[config.mk]
export PLATFORM = sky130hd
export DESIGN_NAME = load_store_unit
export DESIGN_NICKNAME = d
export VERILOG_FILES = /design/src/rtl/lsu_pkg.sv /design/src/rtl/load_align.sv /design/src/rtl/load_store_unit.sv
export SDC_FILE = /design/constraint.sdc
export NUM_CORES = 1
export LEC_CHECK = 0
export CAP_MARGIN = 20
export CELL_PAD_IN_SITES_DETAIL_PLACEMENT = 0
export CELL_PAD_IN_SITES_GLOBAL_PLACEMENT = 2
export CORE_ASPECT_RATIO = 1.4
export CORE_MARGIN = 2
export CORE_UTILIZATION = 27
export DETAILED_ROUTE_END_ITERATION = 7
export PLACE_DENSITY_LB_ADDON = 0.2
export SLEW_MARGIN = 0
export SYNTH_ARGS = -nofsm -noshare
export SYNTH_HDL_FRONTEND = slang
export SYNTH_SLANG_ARGS = --single-unit
[constraint.sdc]
create_clock -name clk -period 2.25 [get_ports clk]
set_input_delay 0.45 -clock clk [delete_from_list [all_inputs] [get_ports clk]]
set_output_delay 0.45 -clock clk [all_outputs]
set_load 0.005 [all_outputs]
[src/rtl/lsu_pkg.sv]
// Shared types and func3 encodings for the MEM-stage load/store unit.
package lsu_pkg;

  typedef enum logic [1:0] {
    IDLE = 2'd0,
    BUSY = 2'd1,
    DONE = 2'd2
  } lsu_state_e;

  localparam logic [2:0] F3_B  = 3'b000;
  localparam logic [2:0] F3_H  = 3'b001;
  localparam logic [2:0] F3_W  = 3'b010;
  localparam logic [2:0] F3_BU = 3'b100;
  localparam logic [2:0] F3_HU = 3'b101;

  function automatic logic is_legal_load(input logic [2:0] f3);
    return (f3 == F3_B) || (f3 == F3_H) || (f3 == F3_W) ||
           (f3 == F3_BU) || (f3 == F3_HU);
  endfunction

  function automatic logic is_legal_store(input logic [2:0] f3);
    return (f3 == F3_B) || (f3 == F3_H) || (f3 == F3_W);
  endfunction

endpackage

[src/rtl/load_align.sv]
// Shifts the read word down to the accessed lane and sign/zero-extends it.
module load_align
  import lsu_pkg::*;
(
  input  logic [31:0] rdata,
  input  logic [1:0]  offset,
  input  logic [2:0]  func3,
  output logic [31:0] result
);

  logic [31:0] shifted_s;

  // Lane select followed by size/sign extension.
  always_comb begin
    shifted_s = rdata >> {offset, 3'b000};
    case (func3)
      F3_B:    result = {{24{shifted_s[7]}}, shifted_s[7:0]};
      F3_H:    result = {{16{shifted_s[15]}}, shifted_s[15:0]};
      F3_W:    result = shifted_s;
      F3_BU:   result = {24'h000000, shifted_s[7:0]};
      F3_HU:   result = {16'h0000, shifted_s[15:0]};
      default: result = 32'h0000_0000;
    endcase
  end

endmodule

[src/rtl/load_store_unit.sv]
// MEM-stage load/store unit: one registered req/ack bus transaction per access,
// stalling the pipeline until the access completes, aborts, or is rejected.
module load_store_unit
  import lsu_pkg::*;
#(
  parameter int unsigned TIMEOUT_CYCLES = 255
) (
  input  logic        clk,
  input  logic        rst_n,
  input  logic        mem_rd_en,
  input  logic        mem_wr_en,
  input  logic [2:0]  func3,
  input  logic [31:0] addr,
  input  logic [31:0] wdata,
  output logic [31:0] load_data,
  output logic        stall,
  output logic        misaligned,
  output logic        bus_err,
  output logic        bus_req,
  output logic        bus_we,
  output logic [31:0] bus_addr,
  output logic [3:0]  bus_be,
  output logic [31:0] bus_wdata,
  input  logic        bus_ack,
  input  logic [31:0] bus_rdata
);

  localparam int unsigned CNT_W = $clog2(TIMEOUT_CYCLES + 1);
  localparam logic [CNT_W-1:0] CNT_LAST = CNT_W'(TIMEOUT_CYCLES - 1);

  lsu_state_e state_q, state_d;
  logic        bus_req_q, bus_req_d;
  logic        bus_we_q, bus_we_d;
  logic [31:0] bus_addr_q, bus_addr_d;
  logic [3:0]  bus_be_q, bus_be_d;
  logic [31:0] bus_wdata_q, bus_wdata_d;
  logic [31:0] load_data_q, load_data_d;
  logic        bus_err_q, bus_err_d;
  logic [2:0]  func3_q, func3_d;
  logic [1:0]  off_q, off_d;
  logic [CNT_W-1:0] cnt_q, cnt_d;

  logic        legal_s, aligned_s, access_s, accept_s, reject_s;
  logic        ack_s, timeout_s;
  logic [31:0] aligned_data_s;

  // Legality and alignment of the instruction currently in MEM; store wins over load.
  always_comb begin
    access_s = mem_rd_en | mem_wr_en;
    if (mem_wr_en) begin
      legal_s = is_legal_store(func3);
    end else begin
      legal_s = is_legal_load(func3);
    end
    case (func3[1:0])
      2'b00:   aligned_s = 1'b1;
      2'b01:   aligned_s = ~addr[0];
      2'b10:   aligned_s = (addr[1:0] == 2'b00);
      default: aligned_s = 1'b0;
    endcase
    accept_s  = (state_q == IDLE) && access_s && legal_s && aligned_s;
    reject_s  = (state_q == IDLE) && access_s && !(legal_s && aligned_s);
    ack_s     = (state_q == BUSY) && bus_ack;
    timeout_s = (state_q == BUSY) && !bus_ack && (cnt_q == CNT_LAST);
  end

  // State register.
  always_ff @(posedge clk or negedge rst_n) begin
    if (!rst_n) begin
      state_q <= IDLE;
    end else begin
      state_q <= state_d;
    end
  end

  // Next-state logic; an ack in the last counted cycle still wins over timeout.
  always_comb begin
    state_d = state_q;
    case (state_q)
      IDLE: begin
        if (accept_s) state_d = BUSY;
        else          state_d = IDLE;
      end
      BUSY: begin
        if (ack_s || timeout_s) state_d = DONE;
        else                    state_d = BUSY;
      end
      DONE:    state_d = IDLE;
      default: state_d = IDLE;
    endcase
  end

  // Pipeline-facing outputs; gated by rst_n so a reset releases the pipeline at once.
  always_comb begin
    stall      = rst_n & (accept_s | (state_q == BUSY));
    misaligned = rst_n & reject_s;
  end

  load_align u_load_align (
    .rdata  (bus_rdata),
    .offset (off_q),
    .func3  (func3_q),
    .result (aligned_data_s)
  );

  // Datapath next values: launch on accept, retire on ack or timeout.
  always_comb begin
    bus_req_d   = bus_req_q;
    bus_we_d    = bus_we_q;
    bus_addr_d  = bus_addr_q;
    bus_be_d    = bus_be_q;
    bus_wdata_d = bus_wdata_q;
    load_data_d = load_data_q;
    func3_d     = func3_q;
    off_d       = off_q;
    cnt_d       = cnt_q;
    bus_err_d   = timeout_s;
    if (accept_s) begin
      bus_req_d  = 1'b1;
      bus_we_d   = mem_wr_en;
      bus_addr_d = {addr[31:2], 2'b00};
      func3_d    = func3;
      off_d      = addr[1:0];
      cnt_d      = {CNT_W{1'b0}};
      if (mem_wr_en) begin
        case (func3)
          F3_B: begin
            bus_be_d    = 4'b0001 << addr[1:0];
            bus_wdata_d = {4{wdata[7:0]}};
          end
          F3_H: begin
            bus_be_d    = 4'b0011 << {addr[1], 1'b0};
            bus_wdata_d = {2{wdata[15:0]}};
          end
          default: begin
            bus_be_d    = 4'hF;
            bus_wdata_d = wdata;
          end
        endcase
      end else begin
        bus_be_d    = 4'hF;
        bus_wdata_d = wdata;
      end
    end else if (ack_s) begin
      bus_req_d = 1'b0;
      cnt_d     = {CNT_W{1'b0}};
      if (bus_we_q) begin
        load_data_d = 32'h0000_0000;
      end else begin
        load_data_d = aligned_data_s;
      end
    end else if (timeout_s) begin
      bus_req_d   = 1'b0;
      cnt_d       = {CNT_W{1'b0}};
      load_data_d = 32'h0000_0000;
    end else if (state_q == BUSY) begin
      cnt_d = cnt_q + CNT_W'(1);
    end else if (reject_s) begin
      load_data_d = 32'h0000_0000;
    end else begin
      cnt_d = cnt_q;
    end
  end

  // Datapath registers.
  always_ff @(posedge clk or negedge rst_n) begin
    if (!rst_n) begin
      bus_req_q   <= 1'b0;
      bus_we_q    <= 1'b0;
      bus_addr_q  <= 32'h0000_0000;
      bus_be_q    <= 4'h0;
      bus_wdata_q <= 32'h0000_0000;
      load_data_q <= 32'h0000_0000;
      bus_err_q   <= 1'b0;
      func3_q     <= 3'b000;
      off_q       <= 2'b00;
      cnt_q       <= {CNT_W{1'b0}};
    end else begin
      bus_req_q   <= bus_req_d;
      bus_we_q    <= bus_we_d;
      bus_addr_q  <= bus_addr_d;
      bus_be_q    <= bus_be_d;
      bus_wdata_q <= bus_wdata_d;
      load_data_q <= load_data_d;
      bus_err_q   <= bus_err_d;
      func3_q     <= func3_d;
      off_q       <= off_d;
      cnt_q       <= cnt_d;
    end
  end

  assign bus_req   = bus_req_q;
  assign bus_we    = bus_we_q;
  assign bus_addr  = bus_addr_q;
  assign bus_be    = bus_be_q;
  assign bus_wdata = bus_wdata_q;
  assign load_data = load_data_q;
  assign bus_err   = bus_err_q;

endmodule

# Word level (Yosys, flattened, before mapping)
# Index checks and enable logic that the tools add are counted.
[word_totals]
regBits = 116
latch_bits = 0
ram_bits = 0
rom_bits = 0
in_bits = 104
out_inout_bits = 105
wordCells = 80
n_memories = 0
[op_classes]
add_sub_neg = 1
n_mul = 0
n_div = 0
order_cmp = 0
eq_ne = 13
shifts = 3
mux = 22
bitwise = 6
n_reduce_logical = 24
[op_table]
columns = ["op", "count"]
rows = [
  ["two-way mux 32 bit", 6],
  ["case mux 32 bit (5 select lines)", 1],
  ["case mux 32 bit (2 select lines)", 1],
  ["two-way mux 8 bit", 4],
  [">> shifter 32 x 5 -> 32 bit", 1],
  ["equality test 3 bit (second input constant)", 4],
  ["adder 8 x 1 -> 8 bit (second input constant)", 1],
  ["equality test 8 bit (second input constant)", 1],
  ["logical AND 1 bit", 8],
  ["case mux 4 bit (2 select lines)", 1],
  ["equality test 3 x 1 -> 1 bit (second input constant)", 2],
  ["equality test 3 x 2 -> 1 bit (second input constant)", 2],
  ["zero test 2 bit", 3],
  ["zero test 3 bit", 2],
  ["nonzero test 3 bit", 2],
  ["logical OR 1 bit", 5],
  ["two-way mux 1 bit", 5],
  ["equality test 2 x 1 -> 1 bit (second input constant)", 2],
  ["two-way mux 4 bit", 1],
  ["case mux 2 bit (2 select lines)", 1],
  ["nonzero test 4 bit", 1],
  ["<< shifter 1 x 2 -> 4 bit (first input constant)", 1],
  ["<< shifter 2 x 2 -> 4 bit (first input constant)", 1],
  ["!= test 3 bit (second input constant)", 1],
  ["8 further kinds", 12],
]

# Longest topological paths before layout
[logic_depth]
ltp_word = 13
mapped_depth = 7
mapped_depth_nobuf = 6

# By module
# Synthesis repeated with hierarchy kept, for this count alone.
[hier_totals]
cells_unflattened = 584
hier_area_um2 = 5652.9
[by_module_without_submodules]
columns = ["module", "instances", "cells_per_inst", "area_each_um2", "seq_area_each_um2"]
rows = [
  ["load_store_unit", 1, 475, 4849.7, 2902.8],
  ["load_align", 1, 109, 803.3, 0.0],
]

# Least setup slack after synthesis
# OpenSTA, ideal clock, no wires.
[synth_path]
path_kind = "input to output"
startpoint = "input func3[0]"
endpoint = "output stall"
arrival_ns = 1.417
required_ns = 1.800
path_slack_ns = 0.383
path_stages = 4
path_buffers = 1
path_cell_list = "nor4_2 o221ai_2 clkbuf_1 a21boi_0"
[synth_via]
elab_chain_len = 10
word_cells_on_any_way = 18
cone_classes = "eq/ne (6); mux (2); bitwise (2); reduce/logical (8)"
[synth_lines]
columns = ["element", "line", "source"]
rows = [
  ["from (decl)", "load_store_unit.sv:12", "input logic [2:0] func3,"],
  ["equality test 3 x 1 -> 1 bit or zero test 3 bit (tied branches)", "lsu_pkg.sv:17, lsu_pkg.sv:22", ""],
  ["logical OR 1 bit (2 in a row)", "lsu_pkg.sv:17, lsu_pkg.sv:22", ""],
  ["logical OR 1 bit", "lsu_pkg.sv:17", "return (f3 == F3_B) || (f3 == F3_H) || (f3 == F3_W) ||"],
  ["logical OR 1 bit", "lsu_pkg.sv:18", "(f3 == F3_BU) || (f3 == F3_HU);"],
  ["two-way mux 1 bit", "load_store_unit.sv:50", "if (mem_wr_en) begin"],
  ["logical AND 1 bit", "load_store_unit.sv:61", "accept_s = (state_q == IDLE) && access_s && legal_s && aligned_s;"],
  ["logical AND 1 bit (*)", "load_store_unit.sv:61", ""],
  ["OR 1 bit (*)", "load_store_unit.sv:95", "stall = rst_n & (accept_s | (state_q == BUSY));"],
  ["bitwise AND 1 bit (*)", "load_store_unit.sv:95", ""],
  ["to (decl)", "load_store_unit.sv:16", "output logic stall,"],
]
# Every way passes the cells marked *; elsewhere a longest branch is shown, timed or not.

# Worst setup path in the final report
[layout_path]
startpoint = "input mem_rd_en"
endpoint = "output misaligned"
[layout_via]
elab_chain_len = 4
[layout_lines]
columns = ["element", "line", "source"]
rows = [
  ["from (decl)", "load_store_unit.sv:10", "input logic mem_rd_en,"],
  ["OR 1 bit", "load_store_unit.sv:49", "access_s = mem_rd_en | mem_wr_en;"],
  ["logical AND 1 bit (2 in a row)", "load_store_unit.sv:62", "reject_s = (state_q == IDLE) && access_s && !(legal_s && aligned_s);"],
  ["bitwise AND 1 bit", "load_store_unit.sv:96", "misaligned = rst_n & reject_s;"],
  ["to (decl)", "load_store_unit.sv:17", "output logic misaligned,"],
]
# Every way passes these cells.

==> metrics <==
library cell with the highest instance count after synthesis=dfrtp_1; total CTS buffers=17; GRT met1 Usage=18.1%; P&R area growth vs syn=59.3%; Synth area leaders=dfrtp_1, mux2_2, mux2i_1, o2bb2ai_1, a221o_1; Final Hold Fails=0; later-pin clock latency in the skew report=410 ps; worst min path class=input port to async pin; Setup crit end kind=primary output; setup TNS=0 ps; Fin Clk Skew=7.21 ps; detailed placement HPWL=12,400 um; worst r2r src=state_q[1]; Seq/Total Area, Yosys=53.5%; DRC violations left=0; H-tree levels=4; multi-input logic area=2370 sq um; final cell count without fillers=960; critical path class=input port to primary output; yosys warns=0; Synth area leader=dfrtp_1; initial detailed-routing violation count=152; worst-path fanout max=2; max-slew violation count=0; GR Layer Usage met3=6.76%; aggregate global routing overflow=0; Initial Util=27.4%; Distinct cells, synth=51; Total Routing Usage GR=16.0%; vias in the first global route=4,931; Req. time, crit path=1800 ps; #FFs+latches synth=116; top cells by instance count after synthesis=dfrtp_1, mux2_2, mux2i_1; f_max=0.458 GHz; busiest grt layer=met2; post-route ant nets=0; number of max-cap violations=0; Vias=4,617; Placed Cells=927; Clk Tree Root Cell=clkbuf_16; Die Y=172 um; fin nets=800; CTS tree=built; post-synthesis async set-or-reset flop share=100%; first-pass GRT wire length=26,000 um; Reg2Reg Depth=5; pin count of the biggest net entering global routing=88; Worst slew margin=45.1%; clk buf depth=2; Setup crit start=mem_rd_en; syn avg cell area=11.8 sq um; Die X=124 um; DR pass1 iterations=4; routed len/inst=17.4 um; peak supply drop=0.611 mV; core area=19,800 sq um; Syn Inst Count=459; die area=21,200 sq um; unrepaired setup endpoints after global routing=no; Final Setup Violations=0; layout cells sized above 1=19.7%; clk slew on worst S/H paths=60 ps; PwrDens=1240 nW/um^2; I/O Pins=209; worst path arrival time=1740 ps; # fillers=1,850; Post-synth top flop=dfrtp_1; Yosys top cell area share=53.5%; startpoint types=input port; IO buf count=206; Lkg Pwr=3.69 nW; crit path time final=2190 ps; gpl congestion=0.803; Post-Route WL=16,700 um; GR Util met2=27.4%; status=finished, final reports clean; Post-CTS Setup Repair Bufs=0; Via-to-Cell Ratio=4.81; final period utilization=97.1%; CTS Hold Bufs=0; register area=2900 sq um; Worst Tran Pin Value=824 ps; Core Rows=61; Synth Cell Area=5420 sq um; EDFF count, synth=0; initial antenna violation count=1; Clock Sinks=116
cells by family (layout without fill, tap and decap cells):
kind of cell / Yosys count / in the layout / share of synthesized area [%]
compound gates: 118 / 118 / 15.7
xor+xnor: 4 / 4 / 0.646
fa+ha+maj: 2 / 2 / 0.462
buf+inv: 40 / 287 / 3.55
flops: 116 / 116 / 53.5
mux: 87 / 87 / 17.8
other cells: 1 / 3 / 0.0692
simple gates: 91 / 91 / 8.24
cell type report:
type | instances | share of cell area (%)
sequential | 116 | 33.6
timing repair buffer | 250 | 27.7
multi-input combinational | 304 | 27.4
clock buffer | 18 | 5.08
tap | 252 | 3.65
clock inverter | 14 | 2.33
inverter | 5 | 0.217
antenna | 1 | 0.0290
per-stage QoR:
step	setup WS, ps	hold slack (ps)	power (W)	util [%]	cell area, sq um
2_1_floorplan	383	154	0.00525	-	5430
3_3_place_gp	-691	463	0.00775	40.4	7980
3_5_place_dp	-750	469	0.00783	40.4	7980
4_1_cts	0.599	238	0.0109	43.7	8640
5_1_grt	14.0	267	0.0114	43.7	8630
6_report	64.8	212	0.0107	43.7	8640
path summary, 6_finish.rpt:
check,to,slack (ps)
worst max-delay path,misaligned,60
worst max register to register,load_data[26],340
max in group asynchronous,bus_addr[31],1450
worst min register to register,bus_wdata[24],480
min in group clk,off_q[0],390
worst min-delay path,bus_addr[7],210
worst max-delay path: stages:
cell and delay, ps:
clkdlybuf4s50_1 510, nor2_1 100, nor4b_4 280, and2_1 160, dlygate4sd2_1 230
report_power, final:
part           switching (W)  total [W]  leakage [nW]  internal [W]
combinational        0.00166    0.00425          1.92       0.00259
clock                0.00105    0.00295         0.307       0.00190
sequential          0.000540    0.00348          1.47       0.00294
total                0.00325     0.0107          3.69       0.00743
state kept, by name, indices dropped and copies added, names as in the netlist:
register   cells
bus_wdata     32
func3_q        3
off_q          2
cnt_q          8
load_data     32
bus_req        1
bus_err        1
bus_we         1
bus_be         4
bus_addr      30
state_q        2
cell usage in the layout (no fill, tap or decap), types with 3 or more instances in the layout:
cell type and count:
buf_4 44, inv_6 3, bufinv_16 4, mux2i_1 34, a211oi_1 3, nand4_1 3, nor3_1 4, xor2_1 3
clkdlybuf4s50_1 197, and2_1 5, a21oi_1 26, o2bb2ai_1 23, clkinv_4 4, inv_1 5, o31ai_1 9, clkbuf_16 17
mux2_2 51, a221o_1 16, nand2_1 32, nor2_1 26, dfrtp_1 116, nor2b_1 4, o21ai_0 25, dlygate4sd2_1 3
nand3_1 4
per-layer routing:
layer	up-vias	wire length, um
met5	-	0
met4	0	118
met3	8	1480
met2	172	8500
met1	2263	6630
li1	2174	-
what timing repair did:
action	in CTS	in global routing
hold endpoints to repair	0	0
pin swaps	2	1
setup endpoints to repair	34	2
resized for setup	14	6
Note: power is estimated with default switching activity, not from simulation.
==> RTL edit (same settings) <==
The 3 states of `lsu_state_e` get a one-hot encoding in 3 bits.
--- a/src/rtl/lsu_pkg.sv
+++ b/src/rtl/lsu_pkg.sv
@@ -2,8 +2,8 @@
 package lsu_pkg;
 
-  typedef enum logic [1:0] {
-    IDLE = 2'd0,
-    BUSY = 2'd1,
-    DONE = 2'd2
+  typedef enum logic [2:0] {
+    IDLE = 3'b001,
+    BUSY = 3'b010,
+    DONE = 3'b100
   } lsu_state_e;
 
Check against the original RTL: no difference found for any inputs over 4 cycles, from zero or initial values and one cycle with rst_n low; so few cycles prove little.
==> RTL edit against the unedited design <==
Final area increased by 0.14%; via count decreased by 0.78%; setup slack improved by 0.013 ns; synthesized area increased by 1.6%; sequential cell count increased by 1; combinational power decreased by 34%; clock power decreased by 6%; cell count decreased by 0.63%; power decreased by 19%; routed wire length increased by 3.4%.
==> RTL edit: results (changes against the unedited design) <==
outcome=finished clean (unchanged); Met3 Routed Length=1550 µm (was 1480 µm); setup slack, reg-to-reg=0.26 ns (was 0.34 ns); Cell variety after synth=53 (was 51); placed cell count=921 (was 927); routed vias=4,581 (was 4,617); postcts setup bufs=0 (unchanged); Layout Nets=795 (was 800); vias in the first global route=4,983 (was 4,931); max frequency=460 MHz (was 458 MHz); end of the worst register-to-register path=load_data[24] (was load_data[26]); largest net degree at the start of global routing=81 (was 88); Place WS=-0.558 ns (was -0.750 ns); r2r startpoint=off_q[1] (was state_q[1]); Inserted Diodes=0 (was 1); worst reg2reg path depth=4 (was 5); nature of the critical path startpoint=register (was primary input); DP HPWL=12,800 µm (was 12,400 µm); routed len/inst=18.1 µm (was 17.4 µm); clk_skew=0.0118 ns (was 0.00721 ns); Worst Tran Pin Value=0.708 ns (was 0.824 ns); Final GP Congestion=0.786 (was 0.803); DR WL met2=8450 µm (was 8500 µm); Synth area leaders=dfrtp_1 (53%), mux2_1 (9.0%), mux2i_1 (7.1%) (was dfrtp_1 (54%), mux2_2 (11%), mux2i_1 (6.3%)); Post-Route WL=17,300 µm (was 16,700 µm); area post-placement=8000 µm² (was 7980 µm²); wl on met1=7020 µm (was 6630 µm); share of cells above drive strength 1=13.2% (was 19.7%); cells after synthesis=464 (was 459); critical path arrival=1.72 ns (was 1.74 ns); CP max stage delay=0.40 ns (was 0.51 ns); cell family with most CP delay=simple AND/OR/NAND/NOR gates (was buffers and inverters); CP endpoint=stall (was misaligned); Total Routing Usage GR=16.3% (was 16.0%); slowest library cell on the worst path=or3b_4 (was clkdlybuf4s50_1)
-- RTL edit: cell count changes in the layout (fill, tap and decap cells not counted), moves of 5 or more --
| cell | unedited run | this run |
|---|---|---|
| mux2_1 | 0 | 44 |
| buf_4 | 44 | 30 |
| mux2_2 | 51 | 8 |
| mux2i_1 | 34 | 39 |
-- RTL edit: what timing repair did --
item | 4_1_cts | 5_1_grt
pin swaps | 1 | 1
endpoints found under the setup margin | 38 | 1
resized for setup | 17 | 3
-- RTL edit: routing by layer --
layer | vias up | GRT usage [%]
met3 | 18 | 6.59
li1 | 2151 | -
met1 | 2237 | 19.4
met2 | 175 | 26.5
met4 | 0 | 5.76
met5 | - | 0
-- RTL edit: per-stage QoR --
step | util, % | hold slack [ns]
after global placement | 40.2 | 0.460
after floorplan | - | 0.154
after global routing | 43.4 | 0.0554
final | 43.4 | 0.0516
after CTS | 43.2 | 0.140
after detailed placement | 40.2 | 0.473
-- RTL edit: where the power goes --
group          switching [mW]  leakage (nW)  internal (mW)  total (mW)
logic                    1.13          1.93           1.69        2.82
clock network            1.03         0.283           1.75        2.78
registers               0.398          1.48           2.66        3.06
-- RTL edit: kinds of logic after synthesis --
| family | synth area share, % |
|---|---|
| AO/OA/AOI/OAI | 14.0 |
| XOR/XNOR | 0.795 |
| adder cells (fa/ha/maj) | 0.454 |
| buffers and inverters | 3.70 |
| flip-flops | 53.2 |
| multiplexers | 18.1 |
| other | 0.0681 |
| AND/OR/NAND/NOR | 9.72 |
-- RTL edit: area by class of cell --
cell class	instances	area (µm²)
inverters	7	26.3
fillers	1903	11300
repair buffers	240	2360
clock buffers	18	429
well taps	252	315
multi-input cells	306	2410
clock inverters	14	178
flip-flops and latches	117	2930
